### src/rtl/arm_pipe_pkg.sv
// Shared definitions for the ARM pipeline control slice: FSM state encodings,
// memory-wait timing defaults and register-file geometry.
package arm_pipe_pkg;

    localparam int MEM_TIMEOUT_DEF = 255;
    localparam int WAIT_W          = 8;
    localparam int REG_W           = 4;

    typedef enum logic [1:0] {
        ST_RUN      = 2'd0,
        ST_MEM_WAIT = 2'd1,
        ST_ERROR    = 2'd2
    } pipe_state_e;

endpackage

### src/rtl/pipe_hazard_ctrl_hazard_detect.sv
// Purely combinational read-after-write hazard compare between the ID stage
// sources and the destinations of the instructions in EXE and MEM.
module hazard_detect
    import arm_pipe_pkg::*;
(
    input  logic             fwd_en,
    input  logic             id_valid,
    input  logic [REG_W-1:0] id_src1,
    input  logic [REG_W-1:0] id_src2,
    input  logic             id_two_src,
    input  logic [REG_W-1:0] exe_dest,
    input  logic             exe_wb_en,
    input  logic             exe_mem_read,
    input  logic [REG_W-1:0] mem_dest,
    input  logic             mem_wb_en,
    output logic             hazard
);

    logic [1:0][REG_W-1:0] src;
    logic [1:0]            src_used;
    logic [1:0]            src_hit;

    assign src      = {id_src2, id_src1};
    assign src_used = {id_two_src, 1'b1};

    genvar gi;
    generate
        for (gi = 0; gi < 2; gi++) begin : g_src
            logic exe_hit;
            logic mem_hit;

            assign exe_hit = exe_wb_en && (src[gi] == exe_dest);
            assign mem_hit = mem_wb_en && (src[gi] == mem_dest);

            // With forwarding only a load in EXE cannot be bypassed in time.
            assign src_hit[gi] = src_used[gi] &&
                                 (fwd_en ? (exe_hit && exe_mem_read)
                                         : (exe_hit || mem_hit));
        end
    endgenerate

    assign hazard = id_valid && (|src_hit);

endmodule

### src/rtl/pipe_hazard_ctrl.sv
// Pipeline hazard / SRAM-wait controller: produces freeze and flush strobes,
// tracks SRAM wait time with a timeout into a sticky error state, and keeps
// saturating performance counters for stalls and branch flushes.
module pipe_hazard_ctrl
    import arm_pipe_pkg::*;
#(
    parameter int MEM_TIMEOUT = MEM_TIMEOUT_DEF,
    parameter int CNT_W       = 16
) (
    input  logic             clk,
    input  logic             rst,
    input  logic             fwd_en,
    input  logic             id_valid,
    input  logic [REG_W-1:0] id_src1,
    input  logic [REG_W-1:0] id_src2,
    input  logic             id_two_src,
    input  logic [REG_W-1:0] exe_dest,
    input  logic             exe_wb_en,
    input  logic             exe_mem_read,
    input  logic [REG_W-1:0] mem_dest,
    input  logic             mem_wb_en,
    input  logic             branch_taken,
    input  logic             mem_req,
    input  logic             sram_ready,
    output logic             if_freeze,
    output logic             id_freeze,
    output logic             if2id_flush,
    output logic             id2exe_flush,
    output logic             pipe_freeze,
    output logic             mem_err,
    output logic [1:0]       state,
    output logic [CNT_W-1:0] stall_cycles,
    output logic [CNT_W-1:0] flush_events
);

    // Last wait count that may still be spent in MEM_WAIT before giving up.
    localparam logic [WAIT_W-1:0] WAIT_LAST = WAIT_W'(MEM_TIMEOUT - 1);

    pipe_state_e       state_reg;
    pipe_state_e       state_next;
    logic [WAIT_W-1:0] wait_cnt_reg;
    logic [CNT_W-1:0]  stall_cnt_reg;
    logic [CNT_W-1:0]  flush_cnt_reg;
    logic              hazard;
    logic              run_stall;
    logic              run_flush;

    hazard_detect u_hazard_detect (
        .fwd_en       (fwd_en),
        .id_valid     (id_valid),
        .id_src1      (id_src1),
        .id_src2      (id_src2),
        .id_two_src   (id_two_src),
        .exe_dest     (exe_dest),
        .exe_wb_en    (exe_wb_en),
        .exe_mem_read (exe_mem_read),
        .mem_dest     (mem_dest),
        .mem_wb_en    (mem_wb_en),
        .hazard       (hazard)
    );

    always_ff @(posedge clk or posedge rst) begin
        if (rst) begin
            state_reg <= ST_RUN;
        end else begin
            state_reg <= state_next;
        end
    end

    always_comb begin
        state_next = state_reg;
        case (state_reg)
            ST_RUN: begin
                if (mem_req && !sram_ready) begin
                    state_next = ST_MEM_WAIT;
                end
            end
            ST_MEM_WAIT: begin
                if (sram_ready) begin
                    state_next = ST_RUN;
                end else if (wait_cnt_reg >= WAIT_LAST) begin
                    state_next = ST_ERROR;
                end
            end
            ST_ERROR: begin
                state_next = ST_ERROR;
            end
            default: begin
                state_next = ST_RUN;
            end
        endcase
    end

    // Branch flush outranks a hazard stall: the stalled instruction is squashed anyway.
    always_comb begin
        if_freeze    = 1'b0;
        id_freeze    = 1'b0;
        if2id_flush  = 1'b0;
        id2exe_flush = 1'b0;
        pipe_freeze  = 1'b0;
        if (!rst) begin
            case (state_reg)
                ST_RUN: begin
                    if (branch_taken) begin
                        if2id_flush  = 1'b1;
                        id2exe_flush = 1'b1;
                    end else if (hazard) begin
                        if_freeze    = 1'b1;
                        id_freeze    = 1'b1;
                        id2exe_flush = 1'b1;
                    end
                end
                ST_MEM_WAIT, ST_ERROR: begin
                    if_freeze   = 1'b1;
                    id_freeze   = 1'b1;
                    pipe_freeze = 1'b1;
                end
                default: begin
                    if_freeze = 1'b0;
                end
            endcase
        end
    end

    assign run_stall = (state_reg == ST_RUN) && !branch_taken && hazard;
    assign run_flush = (state_reg == ST_RUN) && branch_taken;

    always_ff @(posedge clk or posedge rst) begin
        if (rst) begin
            wait_cnt_reg <= '0;
        end else if (state_reg == ST_RUN && state_next == ST_MEM_WAIT) begin
            wait_cnt_reg <= '0;
        end else if (state_reg == ST_MEM_WAIT) begin
            wait_cnt_reg <= wait_cnt_reg + 1'b1;
        end
    end

    always_ff @(posedge clk or posedge rst) begin
        if (rst) begin
            stall_cnt_reg <= '0;
            flush_cnt_reg <= '0;
        end else begin
            if (run_stall && (stall_cnt_reg != '1)) begin
                stall_cnt_reg <= stall_cnt_reg + 1'b1;
            end
            if (run_flush && (flush_cnt_reg != '1)) begin
                flush_cnt_reg <= flush_cnt_reg + 1'b1;
            end
        end
    end

    assign mem_err      = (state_reg == ST_ERROR);
    assign state        = state_reg;
    assign stall_cycles = stall_cnt_reg;
    assign flush_events = flush_cnt_reg;

endmodule
### config.mk
export PLATFORM = sky130hd
export DESIGN_NAME = pipe_hazard_ctrl
export DESIGN_NICKNAME = d
export VERILOG_FILES = /design/src/rtl/arm_pipe_pkg.sv /design/src/rtl/pipe_hazard_ctrl_hazard_detect.sv /design/src/rtl/pipe_hazard_ctrl.sv
export SDC_FILE = /design/constraint.sdc
export NUM_CORES = 1
export LEC_CHECK = 0
export CAP_MARGIN = 10
export CORE_AREA = 2 2 71 73
export CTS_CLUSTER_SIZE = 25
export DETAILED_ROUTE_END_ITERATION = 10
export DIE_AREA = 0 0 73 75
export GPL_ROUTABILITY_DRIVEN = 0
export PLACE_DENSITY = 0.85
export SYNTH_ARGS = -nofsm -noshare
export SYNTH_HDL_FRONTEND = slang
export SYNTH_SLANG_ARGS = --single-unit
### constraint.sdc
create_clock -name clk -period 3 [get_ports clk]
set_input_delay 0.3 -clock clk [delete_from_list [all_inputs] [get_ports clk]]
set_output_delay 0.3 -clock clk [all_outputs]
set_load 0.005 [all_outputs]
==> results summary <==
Traced cell by cell, the critical path runs through clkdlybuf4s50_1, xor2_1, nor4_2, a31oi_1, o32ai_4, a21oi_1, nor3b_1, clkdlybuf4s50_1. STA puts the critical path data arrival time at around 2.4 ns. The total clock buffers created by CTS came out at 5.

The element type at the critical path start is an input pin. The area growth from synthesis to layout is 34.6%. The global-route track usage on met3 is 4.28%. For this design the total switching power over the nets is around 0.00058 W. For this block, the initial DRC count from the detailed router was 97. Clock latency on the worst-skew pair, taken at its later pin, is just under 0.3 ns.

The synthesized netlist occupies a cell area of ~2400 um2. The setup TNS is 0 ns. The final count of hold timing violations came to 0.

The buffer cell driving the clock tree root is sky130_fd_sc_hd__clkbuf_8. The number of cells in the finished layout apart from fillers is 354. Sequential cells were found to cover a little over two fifths of the synthesized design area. The synthesized instance count is roughly 230. The clock-pin slew reported for the worst setup and hold paths after clock tree synthesis came out at 0.08 ns.

The number of nets in the synthesized netlist came out at 263. The number of nets in the layout is approximately 330. The filler cells instantiated in the layout total 360. At the pin with the least slew margin, the transition time is 0.517 ns. The maximum clock rate is approximately 370 MHz. The number of maximum-capacitance constraint violations came out at 0.

The detail-routed via count per cell came out at between 5 and 6. The total instance count after detailed placement is about 350. Setup repair after global routing left no endpoint under its margin.

For this design, the slowest cell found on the critical path is sky130_fd_sc_hd__clkdlybuf4s50_1. The post-cts gate resize count came out at 0. The total overflow left after global routing is 0. The multi-input combinational cells in the finished layout cover a total of 1280 um2.

The data required time at the worst endpoint is ~2.7 ns. The area enclosed by the die boundary is around 5500 um2. The post-route worst setup slack is ~0.27 ns. The met2 global-route usage is 38.2%.

The number of setup buffers added after CTS is 0. STA classifies the critical path endpoint as an output port. The ratio of cells with drive above 1 in the final layout is between 8 and 9%.

The wire length of the first global-routing pass is between 8 and 9 mm. The count of cell types in the netlist is 38. The worst supply voltage drop on vdd is roughly 370 uV. The via count of the first global-routing pass is 1,908.

The boundary pin count is 67. The share of power burned in the clock network is between 20% and 30%. The internal power consumption came out at roughly 0.0013 W. The setup slack at placement came out at between 0.2 and 0.3 ns. The final max-slew violation count came out at 0. Entering global routing, the biggest net connects 43 pins. The average wire per cell in the routed design came out at around 15 um.

The flow ran to the end, and the final reports show no timing, DRC or antenna violations. The number of buffer cells added on primary ports came out at between 60 and 70. By instance count, the cell type seen most on the critical path is sky130_fd_sc_hd__clkdlybuf4s50_1.

The total power density per cell area is between 500 and 600 nW/um2. The count of TritonRoute iterations in the first routing pass came out at 4. The maximum buffer depth of the clock tree is 2.

The sequential cell area is between 1000 and 1500 um2. The final setup violation count is 0. The die is 75 um tall. In this run, post-CTS hold repair placed 0 buffers. The total wire length is roughly 5.3 mm.

Global routing used 20.8% of the available tracks. The total vias in the final route is ~1,900. The worst clock skew came out at roughly 0.0061 ns. The share of the clock period used by the worst path came out at between 90% and 100%.

met2 is the most crowded layer. The core region is 4660 um2. The floorplan has 25 rows.

The top fanout value on the critical path came out at 3. The maximum single-stage delay on the critical path is between 0.5 and 0.6 ns. The effective utilization at floorplan is approximately 51%. The count of clock tree sinks is 42. The logic gate share of total power is 34.2%. The share of total power dissipated in sequential elements is 41.9%. Measured against its own limit, the worst slew margin works out to 65.6%. The critical path is of the input pin to output port type. Each instance of the synthesized netlist takes up on average between 10 and 15 um2. Global routing used around a quarter of the available met1 tracks.

The number of antenna-violating nets in the routed design is 0. The detailed-placement wirelength estimate came out at 3.98 mm. The clock tree from TritonCTS is built. For this run, design rule violations remaining after detail routing come to 0. In this run the number of H-tree levels came out at 2. The share of total power consumed by net switching is between 30% and 40%.

The Yosys step of the flow raised 0 warnings. The antenna diode count is 0. The width of the die is 73 um. The post-route minimum period came out at 2.73 ns.

The total power draw came out at between 0.0015 and 0.002 W. The number of antenna violations at the first check in global routing came out at 0. The analysis attributes to cell leakage a power of around 1.4 nW. The worst hold path belongs to the class register to register. The number of synthesized register bits came out at 42.
[path summary, 6_finish.rpt]
kind	end	cells after the start	slack, ns	startpoint
worst max-delay path	id2exe_flush	8	0.27	id_src1[2]
worst min-delay path	stall_cycles[8]	1	0.49	stall_cycles[8]
worst max register to register	wait_cnt_reg[1]	8	0.92	wait_cnt_reg[0]
worst min register to register	stall_cycles[8]	1	0.49	stall_cycles[8]
max in group asynchronous	stall_cycles[2]	3	2.02	rst
min in group asynchronous	stall_cycles[9]	3	0.62	rst
[power groups by stage]
stage | Sequential, W | Clock (W) | Combinational, W
6_report | 0.000771 | 0.000438 | 0.000628
5_1_grt | 0.000790 | 0.000472 | 0.000699
4_1_cts | 0.000772 | 0.000449 | 0.000638
3_5_place_dp | 0.000781 | 0 | 0.000631
3_3_place_gp | 0.000775 | 0 | 0.000614
2_1_floorplan | 0.000761 | 0 | 0.000324
[kinds of logic after synthesis]
| kind of cell | synth area share, % |
|---|---|
| xor gates and xnor gates | 19.0 |
| and+or+nand+nor | 24.5 |
| AOI/OAI and AO/OA | 4.43 |
| buffers and inverters | 2.97 |
| adders and majority gates | 4.17 |
| DFF | 43.8 |
| muxes | 1.10 |
[metrics by stage]
| stage | hold slack, ns | instance area [um2] | util [%] |
|---|---|---|---|
| after floorplan | 0.458 | 2400 | - |
| final | 0.492 | 3230 | 69.3 |
| after global routing | 0.521 | 3230 | 69.3 |
| after global placement | 0.480 | 3120 | 67.0 |
| after detailed placement | 0.489 | 3120 | 67.0 |
| after CTS | 0.499 | 3230 | 69.3 |
[worst max-delay path, delay by kind of cell]
family                    cells  cell delay, ns
buffers and inverters         2            0.99
and+or+nand+nor               2            0.45
AOI/OAI and AO/OA             3            0.49
xor gates and xnor gates      1            0.19
[cell type report]
cell class	instances	share of cell area, %
clock buffer	7	2.36
clock inverter	1	0.930
inverter	8	0.930
multi-input combinational	171	39.5
sequential	42	32.5
tap	54	2.09
timing repair buffer	71	21.6
[per-layer routing]
metal,up-vias,share of wire [%]
li1,939,-
met1,949,42
met2,49,52
met3,5,4.1
met4,0,1.5
met5,-,0
[placed cells by master (no fill, tap or decap), drive strengths merged, types with 2 or more instances in the layout]
cell | netlist | final
and3b | 2 | 2
xor2 | 20 | 20
nand2 | 10 | 10
buf | 5 | 5
nor3b | 2 | 2
mux2 | 2 | 2
dfrtp | 42 | 42
xnor2 | 32 | 32
o21ai | 3 | 3
nor3 | 3 | 3
nor2 | 18 | 18
a21oi | 4 | 4
nor4 | 3 | 3
ha | 8 | 8
nand3 | 12 | 12
a31oi | 2 | 2
nand4 | 20 | 20
clkbuf | 2 | 7
and4 | 2 | 2
inv | 8 | 8
clkdlybuf4s50 | 0 | 66
and3 | 18 | 18
[Yosys cell counts]
cell type                  instances  share of area, %
sky130_fd_sc_hd__buf_6             1              0.47
sky130_fd_sc_hd__nand3b_1          1              0.31
sky130_fd_sc_hd__nand4_1          14               3.7
sky130_fd_sc_hd__nor3b_1           2              0.63
sky130_fd_sc_hd__nor4_2            1              0.52
sky130_fd_sc_hd__nor3_1            2              0.42
sky130_fd_sc_hd__nand3_2           3               1.3
sky130_fd_sc_hd__mux2_2            1              0.47
sky130_fd_sc_hd__nor2_1           18               2.8
sky130_fd_sc_hd__and3_1           18               4.7
sky130_fd_sc_hd__a31oi_1           2              0.52
sky130_fd_sc_hd__and4b_1           1              0.42
sky130_fd_sc_hd__a211oi_1          1              0.31
sky130_fd_sc_hd__a311oi_1          1              0.37
sky130_fd_sc_hd__nand3_1           9               1.9
sky130_fd_sc_hd__xnor2_1          32                12
sky130_fd_sc_hd__buf_4             1              0.31
sky130_fd_sc_hd__or4_1             1              0.31
sky130_fd_sc_hd__nand4_2           6               3.1
sky130_fd_sc_hd__a21oi_1           4              0.83
sky130_fd_sc_hd__mux2_4            1              0.63
sky130_fd_sc_hd__clkbuf_1          2              0.31
sky130_fd_sc_hd__nor3_2            1              0.42
sky130_fd_sc_hd__xor2_1           20               7.3
sky130_fd_sc_hd__o211ai_1          1              0.31
sky130_fd_sc_hd__and3b_1           2              0.73
sky130_fd_sc_hd__nand2_1          10               1.6
sky130_fd_sc_hd__o21ai_0           3              0.63
sky130_fd_sc_hd__inv_1             8               1.3
sky130_fd_sc_hd__o32ai_4           1               1.1
sky130_fd_sc_hd__nor4_1            2              0.52
sky130_fd_sc_hd__ha_1              8               4.2
sky130_fd_sc_hd__o21a_1            1              0.31
sky130_fd_sc_hd__and4_1            2              0.73
sky130_fd_sc_hd__nor2b_1           1              0.26
sky130_fd_sc_hd__buf_2             3              0.63
sky130_fd_sc_hd__nand2b_1          1              0.26
sky130_fd_sc_hd__dfrtp_1          42                44
Note: power is estimated with default switching activity, not from simulation.
